$ cat config.mk
export PLATFORM = sky130hd
export DESIGN_NAME = fetch_unit_flat
export DESIGN_NICKNAME = d
export VERILOG_FILES = /design/src/rtl/fetch_unit_if.sv /design/src/rtl/fetch_unit.sv /design/src/flat_wrapper.sv
export SDC_FILE = /design/constraint.sdc
export NUM_CORES = 1
export LEC_CHECK = 0
export BUFFER_PORTS_ARGS = -buffer_cell sky130_fd_sc_hd__buf_4
export CELL_PAD_IN_SITES_DETAIL_PLACEMENT = 2
export CELL_PAD_IN_SITES_GLOBAL_PLACEMENT = 2
export CORE_AREA = 3 3 206 188
export DETAILED_ROUTE_END_ITERATION = 10
export DIE_AREA = 0 0 209 191
export PLACE_DENSITY = 0.9
export SYNTH_ARGS = -nofsm -noshare
export SYNTH_HDL_FRONTEND = slang
export SYNTH_SLANG_ARGS = --single-unit
$ cat constraint.sdc
create_clock -name clk -period 20.4 [get_ports clk]
set_input_delay 2.04 -clock clk [delete_from_list [all_inputs] [get_ports clk]]
set_output_delay 2.04 -clock clk [all_outputs]
set_load 0.01 [all_outputs]
$ cat src/rtl/fetch_unit_if.sv
// Bundles the instruction-memory request/response channel, the decode-stage
// handshake and the redirect inputs of fetch_unit.
interface fetch_unit_if #(
   parameter int XLEN = 32
);
   logic            imem_req_valid;
   logic            imem_req_ready;
   logic [XLEN-1:0] imem_req_addr;
   logic            imem_rsp_valid;
   logic [31:0]     imem_rsp_data;
   logic            imem_rsp_err;
   logic            inst_valid;
   logic            inst_ready;
   logic [31:0]     inst;
   logic [XLEN-1:0] inst_pc;
   logic            inst_fault;
   logic            redirect;
   logic [XLEN-1:0] redirect_pc;

   // Fetch unit side.
   modport master (
      output imem_req_valid, imem_req_addr,
      input  imem_req_ready,
      input  imem_rsp_valid, imem_rsp_data, imem_rsp_err,
      output inst_valid, inst, inst_pc, inst_fault,
      input  inst_ready,
      input  redirect, redirect_pc
   );

   // Memory / datapath side.
   modport slave (
      input  imem_req_valid, imem_req_addr,
      output imem_req_ready,
      output imem_rsp_valid, imem_rsp_data, imem_rsp_err,
      input  inst_valid, inst, inst_pc, inst_fault,
      output inst_ready,
      output redirect, redirect_pc
   );
endinterface

$ cat src/rtl/fetch_unit.sv
// Instruction-fetch front end: PC generation, imem request issue, in-order response
// tracking, prefetch FIFO and redirect flush. FETCH_PERF_EN adds perf counters.
module fetch_unit #(
   parameter int              XLEN       = 32,
   parameter logic [XLEN-1:0] RESET_PC   = '0,
   parameter int              FIFO_DEPTH = 4
) (
   input  logic         clk,
   input  logic         rst,
   fetch_unit_if.master bus
`ifdef FETCH_PERF_EN
   ,
   output logic [31:0]  perf_fetched,
   output logic [31:0]  perf_discarded,
   output logic [31:0]  perf_stall
`endif
);

   localparam int PW = $clog2(FIFO_DEPTH);
   localparam int CW = PW + 1;
   localparam int IW = CW + 1;

   typedef struct packed {
      logic [31:0]     data;
      logic [XLEN-1:0] pc;
      logic            fault;
   } fifo_entry_t;

   logic [XLEN-1:0] pc_q, pc_d;
   logic [CW-1:0]   outstanding_q, outstanding_d;
   logic [CW-1:0]   discard_q, discard_d;
   logic [CW-1:0]   count_q, count_d;
   logic [PW-1:0]   rd_ptr_q, rd_ptr_d;
   logic [PW-1:0]   wr_ptr_q, wr_ptr_d;
   logic [PW-1:0]   pcq_rd_q, pcq_rd_d;
   logic [PW-1:0]   pcq_wr_q, pcq_wr_d;

   fifo_entry_t     fifo_mem [FIFO_DEPTH];
   logic [XLEN-1:0] pcq_mem  [FIFO_DEPTH];

   fifo_entry_t     head;
   logic [IW-1:0]   inflight;
   logic [XLEN-1:0] redirect_target;
   logic            req_valid;
   logic            req_fire;
   logic            rsp_take;
   logic            rsp_drop;
   logic            push;
   logic            pop;
   logic            head_valid;

   // NOTE: every signal gets a default at the top of the block so no path leaves
   // one unassigned, which would otherwise infer a latch.
   always_comb begin
      redirect_target = bus.redirect_pc & ~XLEN'(3);
      head            = fifo_mem[rd_ptr_q];
      head_valid      = !rst && (count_q != '0);

      // Outstanding requests plus buffered words never exceed the FIFO depth, so
      // every response is guaranteed a slot when it arrives.
      inflight  = {1'b0, outstanding_q} + {1'b0, count_q};
      req_valid = !rst && !bus.redirect && (inflight < IW'(FIFO_DEPTH));
      req_fire  = req_valid && bus.imem_req_ready;

      rsp_take = bus.imem_rsp_valid && (outstanding_q != '0);
      rsp_drop = rsp_take && (bus.redirect || (discard_q != '0));
      push     = rsp_take && !rsp_drop;
      pop      = head_valid && bus.inst_ready && !bus.redirect;

      pc_d          = pc_q;
      outstanding_d = outstanding_q + CW'(req_fire) - CW'(rsp_take);
      discard_d     = discard_q;
      count_d       = count_q;
      rd_ptr_d      = rd_ptr_q;
      wr_ptr_d      = wr_ptr_q;
      pcq_wr_d      = pcq_wr_q + PW'(req_fire);
      pcq_rd_d      = pcq_rd_q + PW'(rsp_take);

      if (bus.redirect) begin
         // Everything still in flight after this cycle belongs to the old path;
         // this already covers any discard count carried over from earlier.
         pc_d      = redirect_target;
         discard_d = outstanding_q - CW'(rsp_take);
         count_d   = '0;
         rd_ptr_d  = '0;
         wr_ptr_d  = '0;
      end else begin
         if (req_fire) begin
            pc_d = pc_q + XLEN'(4);
         end
         if (rsp_drop) begin
            discard_d = discard_q - CW'(1);
         end
         count_d  = count_q + CW'(push) - CW'(pop);
         rd_ptr_d = rd_ptr_q + PW'(pop);
         wr_ptr_d = wr_ptr_q + PW'(push);
      end
   end

   // NOTE: state registers use non-blocking assignments so every flop samples
   // the values computed before this edge, independent of statement order.
   always_ff @(posedge clk) begin
      if (rst) begin
         pc_q          <= RESET_PC & ~XLEN'(3);
         outstanding_q <= '0;
         discard_q     <= '0;
         count_q       <= '0;
         rd_ptr_q      <= '0;
         wr_ptr_q      <= '0;
         pcq_rd_q      <= '0;
         pcq_wr_q      <= '0;
      end else begin
         pc_q          <= pc_d;
         outstanding_q <= outstanding_d;
         discard_q     <= discard_d;
         count_q       <= count_d;
         rd_ptr_q      <= rd_ptr_d;
         wr_ptr_q      <= wr_ptr_d;
         pcq_rd_q      <= pcq_rd_d;
         pcq_wr_q      <= pcq_wr_d;
      end
   end

   // NOTE: the storage arrays are deliberately not reset; the pointers and counts
   // are, and an entry is only ever read after it has been written.
   always_ff @(posedge clk) begin
      if (push) begin
         fifo_mem[wr_ptr_q] <= '{data:  bus.imem_rsp_data,
                                 pc:    pcq_mem[pcq_rd_q],
                                 fault: bus.imem_rsp_err};
      end
      if (req_fire) begin
         pcq_mem[pcq_wr_q] <= pc_q;
      end
   end

   assign bus.imem_req_valid = req_valid;
   assign bus.imem_req_addr  = pc_q;
   assign bus.inst_valid     = head_valid;
   assign bus.inst           = head_valid ? head.data  : '0;
   assign bus.inst_pc        = head_valid ? head.pc    : '0;
   assign bus.inst_fault     = head_valid ? head.fault : 1'b0;

`ifdef FETCH_PERF_EN
   logic [31:0] perf_fetched_q, perf_fetched_d;
   logic [31:0] perf_discarded_q, perf_discarded_d;
   logic [31:0] perf_stall_q, perf_stall_d;

   always_comb begin
      perf_fetched_d   = perf_fetched_q + 32'(push);
      perf_discarded_d = perf_discarded_q + 32'(rsp_drop);
      perf_stall_d     = perf_stall_q + 32'(req_valid && !bus.imem_req_ready);
   end

   always_ff @(posedge clk) begin
      if (rst) begin
         perf_fetched_q   <= '0;
         perf_discarded_q <= '0;
         perf_stall_q     <= '0;
      end else begin
         perf_fetched_q   <= perf_fetched_d;
         perf_discarded_q <= perf_discarded_d;
         perf_stall_q     <= perf_stall_d;
      end
   end

   assign perf_fetched   = perf_fetched_q;
   assign perf_discarded = perf_discarded_q;
   assign perf_stall     = perf_stall_q;
`endif

endmodule

$ cat src/flat_wrapper.sv
// flat-port wrapper written by rule: the top's interface ports become plain ports
module fetch_unit_flat 
#(
   parameter int              XLEN       = 32,
   parameter logic [XLEN-1:0] RESET_PC   = '0,
   parameter int              FIFO_DEPTH = 4
)
  (clk, rst, bus_imem_req_valid, bus_imem_req_addr, bus_imem_req_ready, bus_imem_rsp_valid, bus_imem_rsp_data, bus_imem_rsp_err, bus_inst_valid, bus_inst, bus_inst_pc, bus_inst_fault, bus_inst_ready, bus_redirect, bus_redirect_pc);
  fetch_unit_if #(.XLEN(XLEN)) bus_i ();
  input  logic clk;
  input  logic rst;
  output wire logic [$bits(bus_i.imem_req_valid)-1:0] bus_imem_req_valid;
  output wire logic [$bits(bus_i.imem_req_addr)-1:0] bus_imem_req_addr;
  input wire logic [$bits(bus_i.imem_req_ready)-1:0] bus_imem_req_ready;
  input wire logic [$bits(bus_i.imem_rsp_valid)-1:0] bus_imem_rsp_valid;
  input wire logic [$bits(bus_i.imem_rsp_data)-1:0] bus_imem_rsp_data;
  input wire logic [$bits(bus_i.imem_rsp_err)-1:0] bus_imem_rsp_err;
  output wire logic [$bits(bus_i.inst_valid)-1:0] bus_inst_valid;
  output wire logic [$bits(bus_i.inst)-1:0] bus_inst;
  output wire logic [$bits(bus_i.inst_pc)-1:0] bus_inst_pc;
  output wire logic [$bits(bus_i.inst_fault)-1:0] bus_inst_fault;
  input wire logic [$bits(bus_i.inst_ready)-1:0] bus_inst_ready;
  input wire logic [$bits(bus_i.redirect)-1:0] bus_redirect;
  input wire logic [$bits(bus_i.redirect_pc)-1:0] bus_redirect_pc;
  assign bus_imem_req_valid = bus_i.imem_req_valid;
  assign bus_imem_req_addr = bus_i.imem_req_addr;
  assign bus_i.imem_req_ready = bus_imem_req_ready;
  assign bus_i.imem_rsp_valid = bus_imem_rsp_valid;
  assign bus_i.imem_rsp_data = bus_imem_rsp_data;
  assign bus_i.imem_rsp_err = bus_imem_rsp_err;
  assign bus_inst_valid = bus_i.inst_valid;
  assign bus_inst = bus_i.inst;
  assign bus_inst_pc = bus_i.inst_pc;
  assign bus_inst_fault = bus_i.inst_fault;
  assign bus_i.inst_ready = bus_inst_ready;
  assign bus_i.redirect = bus_redirect;
  assign bus_i.redirect_pc = bus_redirect_pc;
  fetch_unit #(.XLEN(XLEN), .RESET_PC(RESET_PC), .FIFO_DEPTH(FIFO_DEPTH)) u_core (.clk(clk), .rst(rst), .bus(bus_i));
endmodule
# Word-level counts from Yosys, hierarchy flattened
# Memories as Yosys holds them, arrays and structs flattened. A register that Yosys moved wholly into a read port is not among the register bits.
# Cells that the tools add are included.
[totals]
reg_bits = 49
latch_bits = 0
ramBits = 388
mem_bits_ro = 0
input_bits = 71
out_inout_bits = 99
wordCells = 56
n_memories = 2
[classes]
add_sub_neg = 12
mul = 0
div_mod_pow = 0
order_cmp = 1
eq_ne = 0
n_shift = 0
mux = 13
bitwise_logic = 0
reduce_logical = 19
[memory_table]
columns = ["memory", "depth", "word_bits", "read_ports", "rd_clocked_by_memory_dff", "wr", "line", "text"]
rows = [
  ["u_core.fifo_mem", 4, 65, 1, 1, 1, "fetch_unit.sv:38", "fifo_entry_t fifo_mem [FIFO_DEPTH];"],
  ["u_core.pcq_mem", 4, 32, 1, 1, 1, "fetch_unit.sv:39", "logic [XLEN-1:0] pcq_mem [FIFO_DEPTH];"],
]
[op_table]
columns = ["cell", "n"]
rows = [
  ["$mux W32", 4],
  ["$add A32 B3 Y32 const B", 1],
  ["$logic_and A1 B1 Y1", 9],
  ["$reduce_bool A3 Y1", 3],
  ["$sub A3 B1 Y3", 3],
  ["$add A2 B1 Y2", 4],
  ["$add A3 B1 Y3", 2],
  ["$mux W3", 2],
  ["$mux W1", 5],
  ["$add A3 B3 Y4", 1],
  ["$lt A4 B3 Y1 const B", 1],
  ["$mux W2", 2],
  ["$reduce_bool A2 Y1", 2],
  ["$logic_not A1 Y1", 3],
  ["$sub A3 B1 Y3 const B", 1],
  ["$reduce_or A2 Y1", 1],
  ["$logic_or A1 B1 Y1", 1],
]

# Logic depth before layout (Yosys ltp)
[logic_depth]
ltp_word = 7
depth_mapped = 11
mapped_depth_nobuf = 10

# Worst setup path after synthesis
# No wires, ideal clock.
[synth_path]
path_kind = "in2reg"
start = "input bus_redirect"
end = "memory u_core.fifo_mem[0][0] (netlist bit), enable pin"
setup_time_ns = 0.575
arrival_time_ns = 7.193
t_required_ns = 19.825
path_slack_ns = 12.632
stages = 4
path_cell_list = "buf_6 -> inv_1 -> and4_1 -> nor3b_1"
[synth_between]
elab_chain_cells = 6
[synth_lines]
columns = ["element", "line", "text"]
rows = [
  ["start: declaration", "flat_wrapper.sv:23", "input wire logic [$bits(bus_i.redirect)-1:0] bus_redirect;"],
  ["$logic_or A1 B1 Y1", "fetch_unit.sv:66", "rsp_drop = rsp_take && (bus.redirect || (discard_q != '0));"],
  ["$logic_and A1 B1 Y1", "fetch_unit.sv:66", ""],
  ["$logic_not A1 Y1", "fetch_unit.sv:67", "push = rsp_take && !rsp_drop;"],
  ["$logic_and A1 B1 Y1", "fetch_unit.sv:67", ""],
  ["$mux W1", "fetch_unit.sv:127", "if (push) begin"],
  ["$mux W1 (implied by the code)", "fetch_unit.sv:128", "fifo_mem[wr_ptr_q] <= '{data: bus.imem_rsp_data,"],
  ["end: declaration", "fetch_unit.sv:38", ""],
]
# No other way between the ends.

# Worst setup path in the final report
[layout_path]
start = "input rst"
end = "output bus_inst_pc[19]"
[layout_between]
elab_chain_cells = 3
[layout_lines]
columns = ["element", "line", "text"]
rows = [
  ["start: declaration", "flat_wrapper.sv:11", "input logic rst;"],
  ["$logic_not A1 Y1", "fetch_unit.sv:57", "head_valid = !rst && (count_q != '0);"],
  ["$logic_and A1 B1 Y1", "fetch_unit.sv:57", ""],
  ["$mux W32", "fetch_unit.sv:141", "assign bus.inst_pc = head_valid ? head.pc : '0;"],
  ["end: declaration", "flat_wrapper.sv:20", "output wire logic [$bits(bus_i.inst_pc)-1:0] bus_inst_pc;"],
]
# No other way between the ends.

==> metrics.txt <==
outcome completed; Core ar. 36,900 um^2; Num CTS Buffers 44; layout cell share with drive strength beyond 1 0.325; Worst EP arrival 3520 ps; R2R Path Start u_core.count_q[1]$_SDFF_PP0_; DRC Markers 0; Setup WS pre-CTS 14,830 ps; CTS tree built; leak pwr between 6 and 7 nW; final worst setup slack 14,840 ps; uppermost layer routed met4; crit path kind input port to primary output; Hold Path End u_core.pcq_mem[2][30]$_DFFE_PP_; initial drt markers 792; Port-buffer cells roughly 160; Die H between 150 and 200 um; GP Congestion between 0.7 and 0.8; Max Cap Violations 0; Worst setup SP type input port; met2 wire len 23.9 mm; Layout Area Growth over Synthesis 19.0%; Worst R2R Path Depth 8; total track usage 0.240; H-tree depth 2; met1 wire length just over 20 mm; CP Max Fanout 64; Least-Margin Pin Slew 1080 ps; Max Clock Freq 180 MHz; worst min-delay path category register to register; number of detailed-route iterations in the first pass 5; Netlist Area Pre-Place 16,500 um^2; average wire per standard cell 29.9 um; hold_buf cts 0; HP Start u_core.bus.imem_req_addr[30]$_SDFFE_PP0P_; RSZ-0062 raised after global routing no; Antenna Nets Post-Route 0; fin crit share 0.273; end-of-flow core utilization 0.533; Die Footprint between 30,000 and 40,000 um^2; Storage cell area 12,100 um^2; ANT cells 0; Std-Cell Rows between 60 and 70; setup violators final 0; largest net degree at the start of global routing 65; first-pass GRT wire length about 71 mm; Yosys reg bits ~420; post-CTS setup repair buffer count 0; clk_lat worst skew 550 ps; top cell type by total area after synthesis edfxtp_1; Post-Syn Area per Cell about 19 um^2; Final TNS setup 0 ps; count of pins over their slew limit 0; clock sink total 419; count of unique library cells instantiated by Yosys 56; FFs w/ async S/R, synth 0; Top Ports 170; clk slew on worst S/H paths 60 ps; ranking of synthesized cells by area edfxtp_1, mux4_2, dfxtp_1; Layout Nets approximately 1,200; Worst Clk Skew approximately 23 ps; routed vias 9,170; Hold Crit Depth 0; VDD IR-drop max 0.0000445 V; reg2reg end u_core.pcq_mem[2][28]$_DFFE_PP_; area share of the largest cell type after synthesis 0.676; R2R setup slack 16,940 ps; EDFF count, synth 372; hold slack final about 570 ps; DP HPWL approximately 28 mm; Pwr Density 103 nW/um^2; Multi-input gate area 4170 um^2; sequential area share after synthesis 0.733; most common cell in the netlist edfxtp_1; most frequent cells after synthesis edfxtp_1, mux4_2, and2_1, dfxtp_1, nand2_1; post-cts sizing count 0; Crit path required time roughly 18,000 ps; Congestion Overflow GR 0; Crit. End Element primary output; width of the die 209 um; cell count after synthesis 890; Root Driver clkbuf_16; # fillers about 3,300; slew margin rel. 0.281; Final Instance Area just under 20,000 um^2; clk buf depth 3; final hold viol count 0; fin crit period 5560 ps; initial cell density of the core 0.448; final wirelength 47.4 mm; Vias/cell 5.79; initial antenna violation count 1; DP Area 18,300 um^2; number of global-route vias before repair 10,279; Synth Flop Type edfxtp_1; DR WL met3 approximately 2.3 mm; total number of yosys warnings 0
-- registers in the layout (all words and copies together), names as in the netlist --
name / flops
u_core.wr_ptr_q: 2
u_core.bus.imem_req_addr: 30
u_core.pcq_mem: 120
u_core.outstanding_q: 3
u_core.discard_q: 3
u_core.fifo_mem: 252
u_core.pcq_rd_q: 2
u_core.rd_ptr_q: 2
u_core.pcq_wr_q: 2
u_core.count_q: 3
-- cells by family (layout without fill, tap and decap cells) --
group | after synthesis | in the layout | share of synthesized area
buffers and inverters | 65 | 272 | 0.0177
DFF | 419 | 419 | 0.733
muxes | 96 | 96 | 0.129
AOI/OAI and AO/OA | 69 | 69 | 0.0280
other | 1 | 4 | 0.000227
xor gates and xnor gates | 17 | 17 | 0.00901
adders and majority gates | 15 | 15 | 0.0123
and+or+nand+nor | 208 | 208 | 0.0707
-- cell type report --
type                    instances  area share
repair buffers                176      0.0672
clock buffers                  62      0.0626
inverters                      16     0.00306
flip-flops and latches        419       0.617
well taps                     483      0.0308
clock inverters                18     0.00739
multi-input cells             409       0.212
-- stage by stage --
step,power [mW],cells
4_1_cts,2.04,1583
3_5_place_dp,1.25,1503
5_1_grt,2.10,1583
3_3_place_gp,1.22,1503
2_1_floorplan,1.16,893
6_report,2.02,1583
-- critical path, cell delays in order --
cell and delay (ps):
buf_4 280, nor2_4 170, buf_4 540, and2_1 280, buf_4 140
-- where the power goes --
group | switching, mW | internal, mW
registers | 0.0310 | 0.993
logic | 0.118 | 0.0952
clock network | 0.335 | 0.446
total | 0.484 | 1.53
-- metal layers --
layer,GRT usage,up-vias
met3,0.0394,59
met4,0.0505,0
met2,0.409,313
li1,-,3889
met5,0,-
met1,0.331,4909
-- cell usage in the layout, fill, tap and decap left out, types with 13 or more instances in the layout --
| cell | count |
|---|---|
| a21oi_1 | 15 |
| and2_1 | 69 |
| buf_4 | 176 |
| clkbuf_1 | 13 |
| clkbuf_16 | 45 |
| dfxtp_1 | 43 |
| edfxtp_1 | 372 |
| ha_1 | 13 |
| inv_1 | 15 |
| mux4_2 | 93 |
| nand2_1 | 34 |
| nand3_1 | 14 |
| nor2_1 | 28 |
| xnor2_1 | 13 |
-- worst max-delay path by stage --
stage,cells after the start,to,start,slack [ps]
4_1_cts,5,bus_inst_pc[19],rst,14820
3_5_place_dp,5,bus_inst_pc[19],rst,14830
5_1_grt,5,bus_inst_pc[19],rst,14730
3_3_place_gp,5,bus_inst_pc[8],rst,14890
2_1_floorplan,4,u_core.fifo_mem[0][0]$_DFFE_PP_,bus_redirect,12630
6_report,5,bus_inst_pc[19],rst,14840
No activity file was read; power rests on OpenSTA's default activity.
